[config.mk]
export PLATFORM = sky130hd
export DESIGN_NAME = counter_seq_prog_flat
export DESIGN_NICKNAME = d
export VERILOG_FILES = /design/src/rtl/counter_seq_prog_pkg.sv /design/src/rtl/counter_seq_prog_if.sv /design/src/rtl/counter_seq_prog_seq_table.sv /design/src/rtl/counter_seq_prog.sv /design/src/flat_wrapper.sv
export SDC_FILE = /design/constraint.sdc
export NUM_CORES = 1
export LEC_CHECK = 0
export CORE_ASPECT_RATIO = 1.5
export CORE_MARGIN = 3
export CORE_UTILIZATION = 38
export CTS_CLUSTER_DIAMETER = 60
export CTS_CLUSTER_SIZE = 25
export DETAILED_ROUTE_END_ITERATION = 12
export HOLD_SLACK_MARGIN = 0.15
export PLACE_DENSITY = 0.64
export SYNTH_ARGS = -nofsm -noshare
export SYNTH_HDL_FRONTEND = slang
export SYNTH_HIERARCHICAL = 1
export SYNTH_SLANG_ARGS = --single-unit
[constraint.sdc]
create_clock -name clk -period 2.2 [get_ports clk]
set_input_delay 0.44 -clock clk [delete_from_list [all_inputs] [get_ports clk]]
set_output_delay 0.44 -clock clk [all_outputs]
set_load 0.05 [all_outputs]
[src/rtl/counter_seq_prog_pkg.sv]
// Shared sizing, direction encoding and table defaults for the programmable
// sequence counter.
package counter_seq_pkg;

  localparam int CSP_W = 3;

  function automatic int unsigned depth_of(input int unsigned w);
    return 32'd1 << w;
  endfunction

  localparam int CSP_DEPTH = int'(depth_of(CSP_W));

  typedef enum logic {
    DIR_UP   = 1'b0,
    DIR_DOWN = 1'b1
  } dir_e;

  // Reset contents of the sequence table: entry i holds i, so an
  // unprogrammed table makes led mirror idx.
  function automatic int unsigned default_entry(input int unsigned i);
    return i;
  endfunction

endpackage

[src/rtl/counter_seq_prog_if.sv]
// Control/data bundle between a driver and the sequence counter.
interface counter_seq_prog_if #(
  parameter int W = counter_seq_pkg::CSP_W
);
  logic         en;
  logic         dir;
  logic         load;
  logic [W-1:0] load_idx;
  logic         wr_en;
  logic [W-1:0] wr_addr;
  logic [W-1:0] wr_data;
  logic         last_we;
  logic [W-1:0] last_data;
  logic [W-1:0] led;
  logic [W-1:0] idx;
  logic         wrap;

  modport master (
    output en, dir, load, load_idx, wr_en, wr_addr, wr_data, last_we, last_data,
    input  led, idx, wrap
  );

  modport slave (
    input  en, dir, load, load_idx, wr_en, wr_addr, wr_data, last_we, last_data,
    output led, idx, wrap
  );
endinterface

[src/rtl/counter_seq_prog_seq_table.sv]
// DEPTH x W register file: synchronous write, asynchronous read,
// synchronous reset back to the default (identity) contents.
module seq_table
  import counter_seq_pkg::*;
#(
  parameter int W     = CSP_W,
  parameter int DEPTH = 2**W
) (
  input  logic         clk,
  input  logic         reset_n,
  input  logic         wr_en,
  input  logic [W-1:0] wr_addr,
  input  logic [W-1:0] wr_data,
  input  logic [W-1:0] rd_addr,
  output logic [W-1:0] rd_data
);

  logic [DEPTH-1:0][W-1:0] mem;

  always_ff @(posedge clk) begin
    if (!reset_n) begin
      for (int i = 0; i < DEPTH; i++)
        mem[i] <= W'(default_entry(i));
    end else if (wr_en) begin
      mem[wr_addr] <= wr_data;
    end
  end

  // Read is combinational so a write becomes visible the cycle after its edge.
  assign rd_data = mem[rd_addr];

endmodule

[src/rtl/counter_seq_prog.sv]
// Programmable sequence counter: an index walks 0..last (up or down, with
// wrap) and led shows the table entry the index points at.
module counter_seq_prog
  import counter_seq_pkg::*;
#(
  parameter int W = CSP_W
) (
  input  logic              clk,
  input  logic              reset_n,
  counter_seq_prog_if.slave bus
);

  localparam int DEPTH = 2**W;

  logic [W-1:0] idx_q;
  logic [W-1:0] last_q;
  logic         wrap_q;
  logic [W-1:0] step_idx;
  logic         step_wrap;
  dir_e         dir;

  assign dir = dir_e'(bus.dir);

  // Out-of-range indices (idx > last, e.g. after a load) fold back through
  // the wrap branches rather than counting through the unused region.
  always_comb begin
    step_idx  = idx_q;
    step_wrap = 1'b0;
    if (dir == DIR_UP) begin
      if (idx_q >= last_q) begin
        step_idx  = '0;
        step_wrap = 1'b1;
      end else begin
        step_idx  = idx_q + 1'b1;
      end
    end else begin
      if (idx_q == '0 || idx_q > last_q) begin
        step_idx  = last_q;
        step_wrap = 1'b1;
      end else begin
        step_idx  = idx_q - 1'b1;
      end
    end
  end

  always_ff @(posedge clk) begin
    if (!reset_n) begin
      idx_q  <= '0;
      last_q <= '1;
      wrap_q <= 1'b0;
    end else begin
      wrap_q <= 1'b0;
      if (bus.load) begin
        idx_q <= bus.load_idx;
      end else if (bus.en) begin
        idx_q  <= step_idx;
        wrap_q <= step_wrap;
      end
      // Same-edge step above already used the old last_q.
      if (bus.last_we)
        last_q <= bus.last_data;
    end
  end

  seq_table #(
    .W     (W),
    .DEPTH (DEPTH)
  ) u_table (
    .clk     (clk),
    .reset_n (reset_n),
    .wr_en   (bus.wr_en),
    .wr_addr (bus.wr_addr),
    .wr_data (bus.wr_data),
    .rd_addr (idx_q),
    .rd_data (bus.led)
  );

  assign bus.idx  = idx_q;
  assign bus.wrap = wrap_q;

endmodule

[src/flat_wrapper.sv]
// flat-port wrapper written by rule: the top's interface ports become plain ports
module counter_seq_prog_flat import counter_seq_pkg::*;
#(
  parameter int W = CSP_W
)
  (clk, reset_n, bus_en, bus_dir, bus_load, bus_load_idx, bus_wr_en, bus_wr_addr, bus_wr_data, bus_last_we, bus_last_data, bus_led, bus_idx, bus_wrap);
  counter_seq_prog_if #(.W(W)) bus_i ();
  input  logic clk;
  input  logic reset_n;
  input wire logic [$bits(bus_i.en)-1:0] bus_en;
  input wire logic [$bits(bus_i.dir)-1:0] bus_dir;
  input wire logic [$bits(bus_i.load)-1:0] bus_load;
  input wire logic [$bits(bus_i.load_idx)-1:0] bus_load_idx;
  input wire logic [$bits(bus_i.wr_en)-1:0] bus_wr_en;
  input wire logic [$bits(bus_i.wr_addr)-1:0] bus_wr_addr;
  input wire logic [$bits(bus_i.wr_data)-1:0] bus_wr_data;
  input wire logic [$bits(bus_i.last_we)-1:0] bus_last_we;
  input wire logic [$bits(bus_i.last_data)-1:0] bus_last_data;
  output wire logic [$bits(bus_i.led)-1:0] bus_led;
  output wire logic [$bits(bus_i.idx)-1:0] bus_idx;
  output wire logic [$bits(bus_i.wrap)-1:0] bus_wrap;
  assign bus_i.en = bus_en;
  assign bus_i.dir = bus_dir;
  assign bus_i.load = bus_load;
  assign bus_i.load_idx = bus_load_idx;
  assign bus_i.wr_en = bus_wr_en;
  assign bus_i.wr_addr = bus_wr_addr;
  assign bus_i.wr_data = bus_wr_data;
  assign bus_i.last_we = bus_last_we;
  assign bus_i.last_data = bus_last_data;
  assign bus_led = bus_i.led;
  assign bus_idx = bus_i.idx;
  assign bus_wrap = bus_i.wrap;
  counter_seq_prog #(.W(W)) u_core (.clk(clk), .reset_n(reset_n), .bus(bus_i));
endmodule
==> run summary, run 1 <==
The number of synthesis warnings came out at 6. The number of enable-type register cells in the synthesized netlist is 0. The source of the critical timing path is u_core/bus.idx[0]. The largest net degree at the start of global routing is 16.

The actual transition at the worst max-transition pin is 532.0 ps. The internal portion of total power came out at 0.001055 W. Setup violations remaining at the end of the flow were counted as 0. The area used by sequential logic in the layout is 628.1 um^2.

The maximum VDD drop came out at 379.6 uV. The via count of the first global-routing pass came out at 1,296. Across the routed clock network, the largest skew measured is 5.026 ps. In this run switching power makes up 29.61% of total power. The top-level port count is 26.

The number of port buffers came out at 25. Clock latency on the worst-skew pair, taken at its later pin, is 280 ps. The number of filler cells placed in the layout came out at 412.

The horizontal die dimension came out at 60.54 um. Cells with a size suffix above 1 make up 17.01% of the layout. Clock tree synthesis selected as its root buffer the cell clkbuf_8. Summed over all cells, the static leakage comes to 0.9096 nW. For this run, the post-layout net count is 218. The first global-routing pass estimated 6230 um of wire. Sequential cells burn 41.0% of the power.

The switching component of the power is 0.0004438 W. Max-cap violations in this run came to 0. The via-per-instance ratio is 5.692. Counting every instance in the synthesized netlist gives 162.

The number of failing hold endpoints at the final stage is 0. The placed wire-length estimate is 3021 um. The async set-or-reset flop fraction in the synthesized netlist came out at 0%. The worst hold path class is reg2reg.

Summed over all failing endpoints, the final setup total negative slack is 0 ps. The row count came out at 29. STA classifies the critical path endpoint as a primary output. The proportion of synthesized chip area in sequential cells is 36.61%.

The area growth from synthesis to layout is 25.02%. The vertical extent of the die is 87.81 um. STA classifies the critical path startpoint as a flop.

The number of max-slew violations in the final report was 0. The run finished with clean final reports. The upper clock frequency limit is 466.2 MHz. The floorplan step defined a core boundary enclosing 4282 um^2. The part of the total power dissipated in the clock network is 32.3%. Buffers inserted during clock tree synthesis total 5.

Dividing the detail-routed wire length by the instance count gives 17.21 um. The placer's final routability congestion estimate is 0.9115. The completed layout was analyzed and its total power is 0.001499 W. The DRC violation total after the first TritonRoute iteration is 120. For this design the ratio of total power to cell area is 707.3 nW/um^2. The depth of the CTS H-tree came out at 2. The starting density of the core came out at 39.60%. In this run, synthesis produced a sequential element count of 31. Counting I/O delays and the setup requirement, the final critical path takes 2145 ps. The worst-case clock buffer depth is 2.

The iteration count of the initial detailed-routing pass came out at 4. Combinational cells account for 26.7% of the total power. The aggregate global-route resource usage came out at 16.19%. The antenna diode count is 0. The count of distinct cell types in the synthesized netlist is 36. The total wire length is 4130 um. The critical path class is reg2out. The number of nets handed over by synthesis was 187. The CTS tree is built.

The mean post-synth cell area came out at 10.47 um^2. The residual antenna-violating net count after detailed routing is 0. The highest fanout seen on the critical path came out at 6. For the worst setup path, the data required time is 1760 ps. The total number of vias came out at 1,366.

The period utilization is 97.50%. In this run the tightest slew margin relative to its limit is 64.42%. After clock tree synthesis, the clock-pin slew on the worst setup and hold paths is 70 ps. The signal arrival time at the worst endpoint came out at 1700 ps. The beginning of the worst register-to-register path is u_core/bus.idx[1]. The area taken by multi-input logic gates came out at 994.7 um^2. For this run, design rule violations remaining after detail routing come to 0.

The die covers 5315 um^2. Global routing finished with a remaining overflow of 0. The number of sinks driven by the clock tree came out at 31. In the synthesized netlist the dominant register cell turns out to be dfxtp_1. The synthesized netlist occupies a cell area of 1695 um^2.

The number of antenna violations at the first check in global routing came out at 0. The start point of the worst min-delay path is u_core/u_table/mem[3].
[logic make-up after synthesis]
logic type | after synthesis | synth area share [%]
AOI/OAI and AO/OA | 23 | 9.890
xor gates and xnor gates | 1 | 0.5167
adders and majority gates | 6 | 4.428
buffers and inverters | 18 | 4.502
DFF | 31 | 36.61
muxes | 37 | 27.45
and+or+nand+nor | 46 | 16.61
[critical path: stages, from the launching register on]
cell	delay, ps
dfxtp_4	400
mux4_1	550
mux2_2	280
buf_4	190
[layout make-up]
type / count / share of cell area [%]
sequential: 31 / 29.63
tap: 46 / 2.715
inverter: 10 / 1.771
multi-input combinational: 113 / 46.93
clock buffer: 8 / 4.723
timing repair buffer: 32 / 14.23
[final timing paths]
path                            to  slack [ps]  cells past startpoint
min          u_core/u_table/mem[3]         460                      2
min reg2reg  u_core/u_table/mem[3]         460                      2
max                     bus_led[0]          60                      3
max reg2reg      u_core/bus.idx[1]         240                      6
[state kept, by name, summed over array words and instances, names as in the netlist]
register,flops
u_core/last_q,3
u_core/bus.idx,3
u_core/bus.wrap,1
u_core/u_table/mem,24
[metrics by stage]
step                      setup slack [ps]  cells  utilization [%]  instance area (um^2)  hold WS [ps]
after global routing                -8.957    240            49.50                  2120         510.7
after global placement               248.4    228            46.29                  1982         450.0
after detailed placement             195.1    228            46.29                  1982         452.3
after CTS                            26.99    237            48.83                  2091         468.3
after floorplan                      115.6    162                -                  1698         432.5
final                                55.04    240            49.50                  2120         464.1
[power groups by stage]
stage	Combinational (W)	Sequential, W	Clock (W)
2_1_floorplan	0.000236	0.000642	0
3_3_place_gp	0.000364	0.000629	0
3_5_place_dp	0.000371	0.000631	0
4_1_cts	0.000379	0.000618	0.000502
5_1_grt	0.000425	0.000617	0.000527
6_report	0.000400	0.000614	0.000485
[per-layer routing]
metal  track usage (%)  routed length (um)
met1             17.47                1695
met2             29.43                2132
met3             3.982                 229
met4             6.312                  74
met5                 0                   0
[timing repair]
| action | CTS | global route |
|---|---|---|
| setup endpoints to repair | 3 | 4 |
| setup buffers | 1 | 3 |
| hold buffers | 0 | 0 |
| resized for setup | 3 | 2 |
[placed cells by master, fill, tap and decap left out, types with 2 or more instances in the layout]
cell	netlist	layout
clkdlybuf4s50_1	0	21
ha_1	6	6
o211ai_1	3	3
clkbuf_8	0	7
a21oi_1	4	4
mux4_2	2	3
nor2_1	2	2
dfxtp_4	0	2
nor2b_1	12	12
nand4b_1	3	3
mux2i_1	27	27
and4bb_2	3	3
mux2_2	4	4
nand4_1	2	2
dfxtp_1	31	29
a31oi_1	2	2
inv_1	10	10
o21ai_0	3	3
mux4_1	4	3
o22ai_1	2	2
buf_4	0	9
nand2_1	19	19
[cell usage after synthesis, drive strengths merged (4+ instances only)]
master,number,area [um^2]
ha,6,75.07
inv,10,37.54
nand2,19,71.32
dfxtp,31,620.6
mux4,6,150.1
a21oi,4,20.02
nor2b,12,75.07
mux2i,27,270.3
clkbuf,6,22.52
mux2,4,45.04
Power figures use the tool's default switching activity.
==> run 2, diff against run 1 <==
CAP_MARGIN = 20   (was default)
==> results of run 2 <==
The final DEF is identical to that of run 1; final timing and power are the same.
==> run 3, diff against run 2 <==
CELL_PAD_IN_SITES_DETAIL_PLACEMENT = 0   (was default)
CELL_PAD_IN_SITES_GLOBAL_PLACEMENT = 2   (was default)
CORE_UTILIZATION = 34   (was 38)
PLACE_DENSITY = 0.82   (was 0.64)
REMOVE_ABC_BUFFERS = 1   (was default)
==> run summary, run 3 (synthesized netlist as in run 1, its figures left out) <==
Outcome: complete, no violations (unchanged). The worst-case clock buffer depth came out at 2 (unchanged). The placer's final routability congestion estimate is 0.8159 (was 0.9115).

The actual transition at the worst max-transition pin is 489.3 ps (was 532.0 ps). The clock-pin slew of the registers on the worst-case setup and hold paths came out at 70 ps (about the same). The number of buffers inserted for hold repair after clock tree synthesis is 0 (unchanged).

The number of sinks driven by the clock tree is 31 (unchanged). The period utilization is 97.26% (was 97.50%). The average detailed-routed wire length per instance came out at 15.52 um (was 17.21 um). The switching component of the power came out at 0.0004632 W (was 0.0004438 W).

The iteration count of the initial detailed-routing pass is 4 (unchanged). The number of max-slew violations in the final report came out at 0 (unchanged). The worst hold path class was reg2reg (unchanged). The maximum VDD drop came out at 399.5 uV (was 379.6 uV). The number of standard cells in the final layout excluding fillers is 257 (was 240). The most common cell after layout, fill and taps aside was dfxtp_1 (unchanged). The sequential cell fraction of total power is 38.9% (was 41.0%). The DRC violation total after the first TritonRoute iteration is 51 (was 120). The wire length of the first global-routing pass came to 6782 um (was 6230 um). The antenna diode count is 0 (unchanged). The signal arrival time at the worst endpoint came out at 1700 ps (about the same).

The worst clock skew on the final layout was 7.528 ps (was 5.026 ps). The critical path class was reg2out (unchanged). The residual antenna-violating net count after detailed routing came to 0 (unchanged). The final-layout worst hold slack is 474.0 ps (was 464.1 ps).

The total CTS buffers came out at 5 (unchanged). The number of antenna violations at the first check in global routing came to 0 (unchanged). The CTS tree is built (unchanged).

The die area is 5887 um^2 (was 5315 um^2). The largest net degree at the start of global routing came out at 30 (was 16). The upper clock frequency limit is 467.4 MHz (was 466.2 MHz). The total wire length came to 3989 um (was 4130 um). Most frequent cells in the layout: 29 x dfxtp_1, 27 x mux2i_1, 19 x clkdlybuf4s50_1, 19 x nand2_1, 12 x nor2b_1 (was 29 x dfxtp_1, 27 x mux2i_1, 21 x clkdlybuf4s50_1).

The clock latency at the later pin of the worst-skew pair came to 280 ps (about the same). The total design power was 0.001571 W (was 0.001499 W). The area used by sequential logic in the layout came out at 628.1 um^2 (unchanged). The final global-route overflow total is 0 (unchanged). The depth of the CTS H-tree came out at 2 (unchanged). The type of element launching the critical path is a flop (unchanged). The part of the total power dissipated in the clock network is 35.6% (was 32.3%).

The area taken by multi-input logic gates is 991.0 um^2 (was 994.7 um^2). The via count of the first global-routing pass is 1,417 (was 1,296). The number of filler cells placed in the layout came out at 485 (was 412).

The flip-flop count of the largest register, all copies and words added is 24 (unchanged). The register containing the most flip-flops in the final layout is u_core/u_table/mem (unchanged). The top-level port count was 26 (unchanged). The fraction of power consumed by combinational cells came out at 25.5% (was 26.7%).

The highest fanout seen on the critical path is 10 (was 6). The cell count after placement came to 250 (was 228). The via-per-instance ratio came out at 5.187 (was 5.692).

The final net count came out at 217 (was 218). The post-placement cell area is 2024 um^2 (was 1982 um^2). The data required time of the worst path was 1760 ps (about the same). The row count came out at 30 (was 29).

The number of buffers inserted by post-CTS setup repair is 0 (was 1). The fraction of power spent switching nets came out at 29.49% (was 29.61%). The share of final-layout standard cells stronger than drive strength 1 came out at 19.17% (was 17.01%). The final count of negative-setup-slack endpoints was 0 (unchanged).

The internal portion of total power is 0.001108 W (was 0.001055 W). The number of port buffers came out at 25 (unchanged). The power per cell area came out at 735.1 nW/um^2 (was 707.3 nW/um^2).

The post-route minimum period came to 2140 ps (was 2145 ps). The placed wire-length estimate was 3050 um (was 3021 um). The relative slew slack came to 67.28% (was 64.42%). The type of destination of the critical path was a primary output (unchanged). The starting density of the core came out at 36.42% (was 39.60%). The number of failing hold endpoints at the final stage came to 0 (unchanged). The number of violations of the max-capacitance limit is 0 (unchanged).

The aggregate global-route resource usage came out at 14.66% (was 16.19%). Setup repair after global routing left no endpoint under its margin. The horizontal die dimension was 63.66 um (was 60.54 um). The clock tree root buffer cell is clkbuf_8 (unchanged). The DRC violation count after routing came out at 0 (unchanged). The area of the core region came out at 4654 um^2 (was 4282 um^2). The signed area change from the synthesized netlist to the final layout came out at 26.05% (was 25.02%).

The standby leakage power is 0.8997 nW (was 0.9096 nW). The final design area excluding fillers came out at 2137 um^2 (was 2120 um^2). The vertical extent of the die was 92.49 um (was 87.81 um). The total number of vias came out at 1,333 (was 1,366).
[run 3: final cells by class]
cell class | instances | area share (%)
clock inverters | 3 | 2.049
inverters | 10 | 1.756
well taps | 64 | 3.747
flip-flops and latches | 31 | 29.39
clock buffers | 5 | 3.220
repair buffers | 31 | 13.47
multi-input cells | 113 | 46.37
[run 3: routing by layer]
metal | track usage (%) | wire length (um) | vias up
li1 | - | - | 648
met1 | 15.08 | 1566 | 634
met2 | 27.81 | 2157 | 41
met3 | 3.883 | 191 | 10
met4 | 5.225 | 74 | 0
met5 | 0 | 0 | -
[run 3: power by group through the flow]
| stage | sequential (W) | combinational, W | clock, W |
|---|---|---|---|
| floorplan | 0.000647 | 0.000212 | 0 |
| global placement | 0.000617 | 0.000393 | 0 |
| detailed placement | 0.000618 | 0.000399 | 0 |
| CTS | 0.000611 | 0.000402 | 0.000575 |
| global route | 0.000614 | 0.000433 | 0.000595 |
| finish | 0.000611 | 0.000401 | 0.000560 |
[run 3: what timing repair did]
action	4_1_cts	5_1_grt
gates resized for setup	7	1
pin swaps	0	0
endpoints found under the setup margin	3	1
[run 3: worst max-delay path, stage by stage (launching register included)]
cell and delay (ps):
dfxtp_4 430, mux4_2 520, mux2_2 280, buf_4 190
[run 3: path summary, 6_finish.rpt]
check	depth (start not counted)	from	to	slack, ps
min	2	u_core/u_table/mem[21]	u_core/u_table/mem[21]	470
max reg2reg	7	u_core/bus.idx[0]	u_core/bus.idx[2]	160
max	3	u_core/bus.idx[2]	bus_led[0]	60
min reg2reg	2	u_core/u_table/mem[21]	u_core/u_table/mem[21]	470
[run 3: through the flow]
step | worst slack (ps) | util (%) | TNS, ps
floorplan | -262.6 | - | -597.7
global placement | 131.7 | 43.49 | 0
detailed placement | 140.5 | 43.49 | 0
CTS | 21.76 | 45.99 | 0
global route | 5.082 | 45.91 | 0
finish | 60.33 | 45.91 | 0
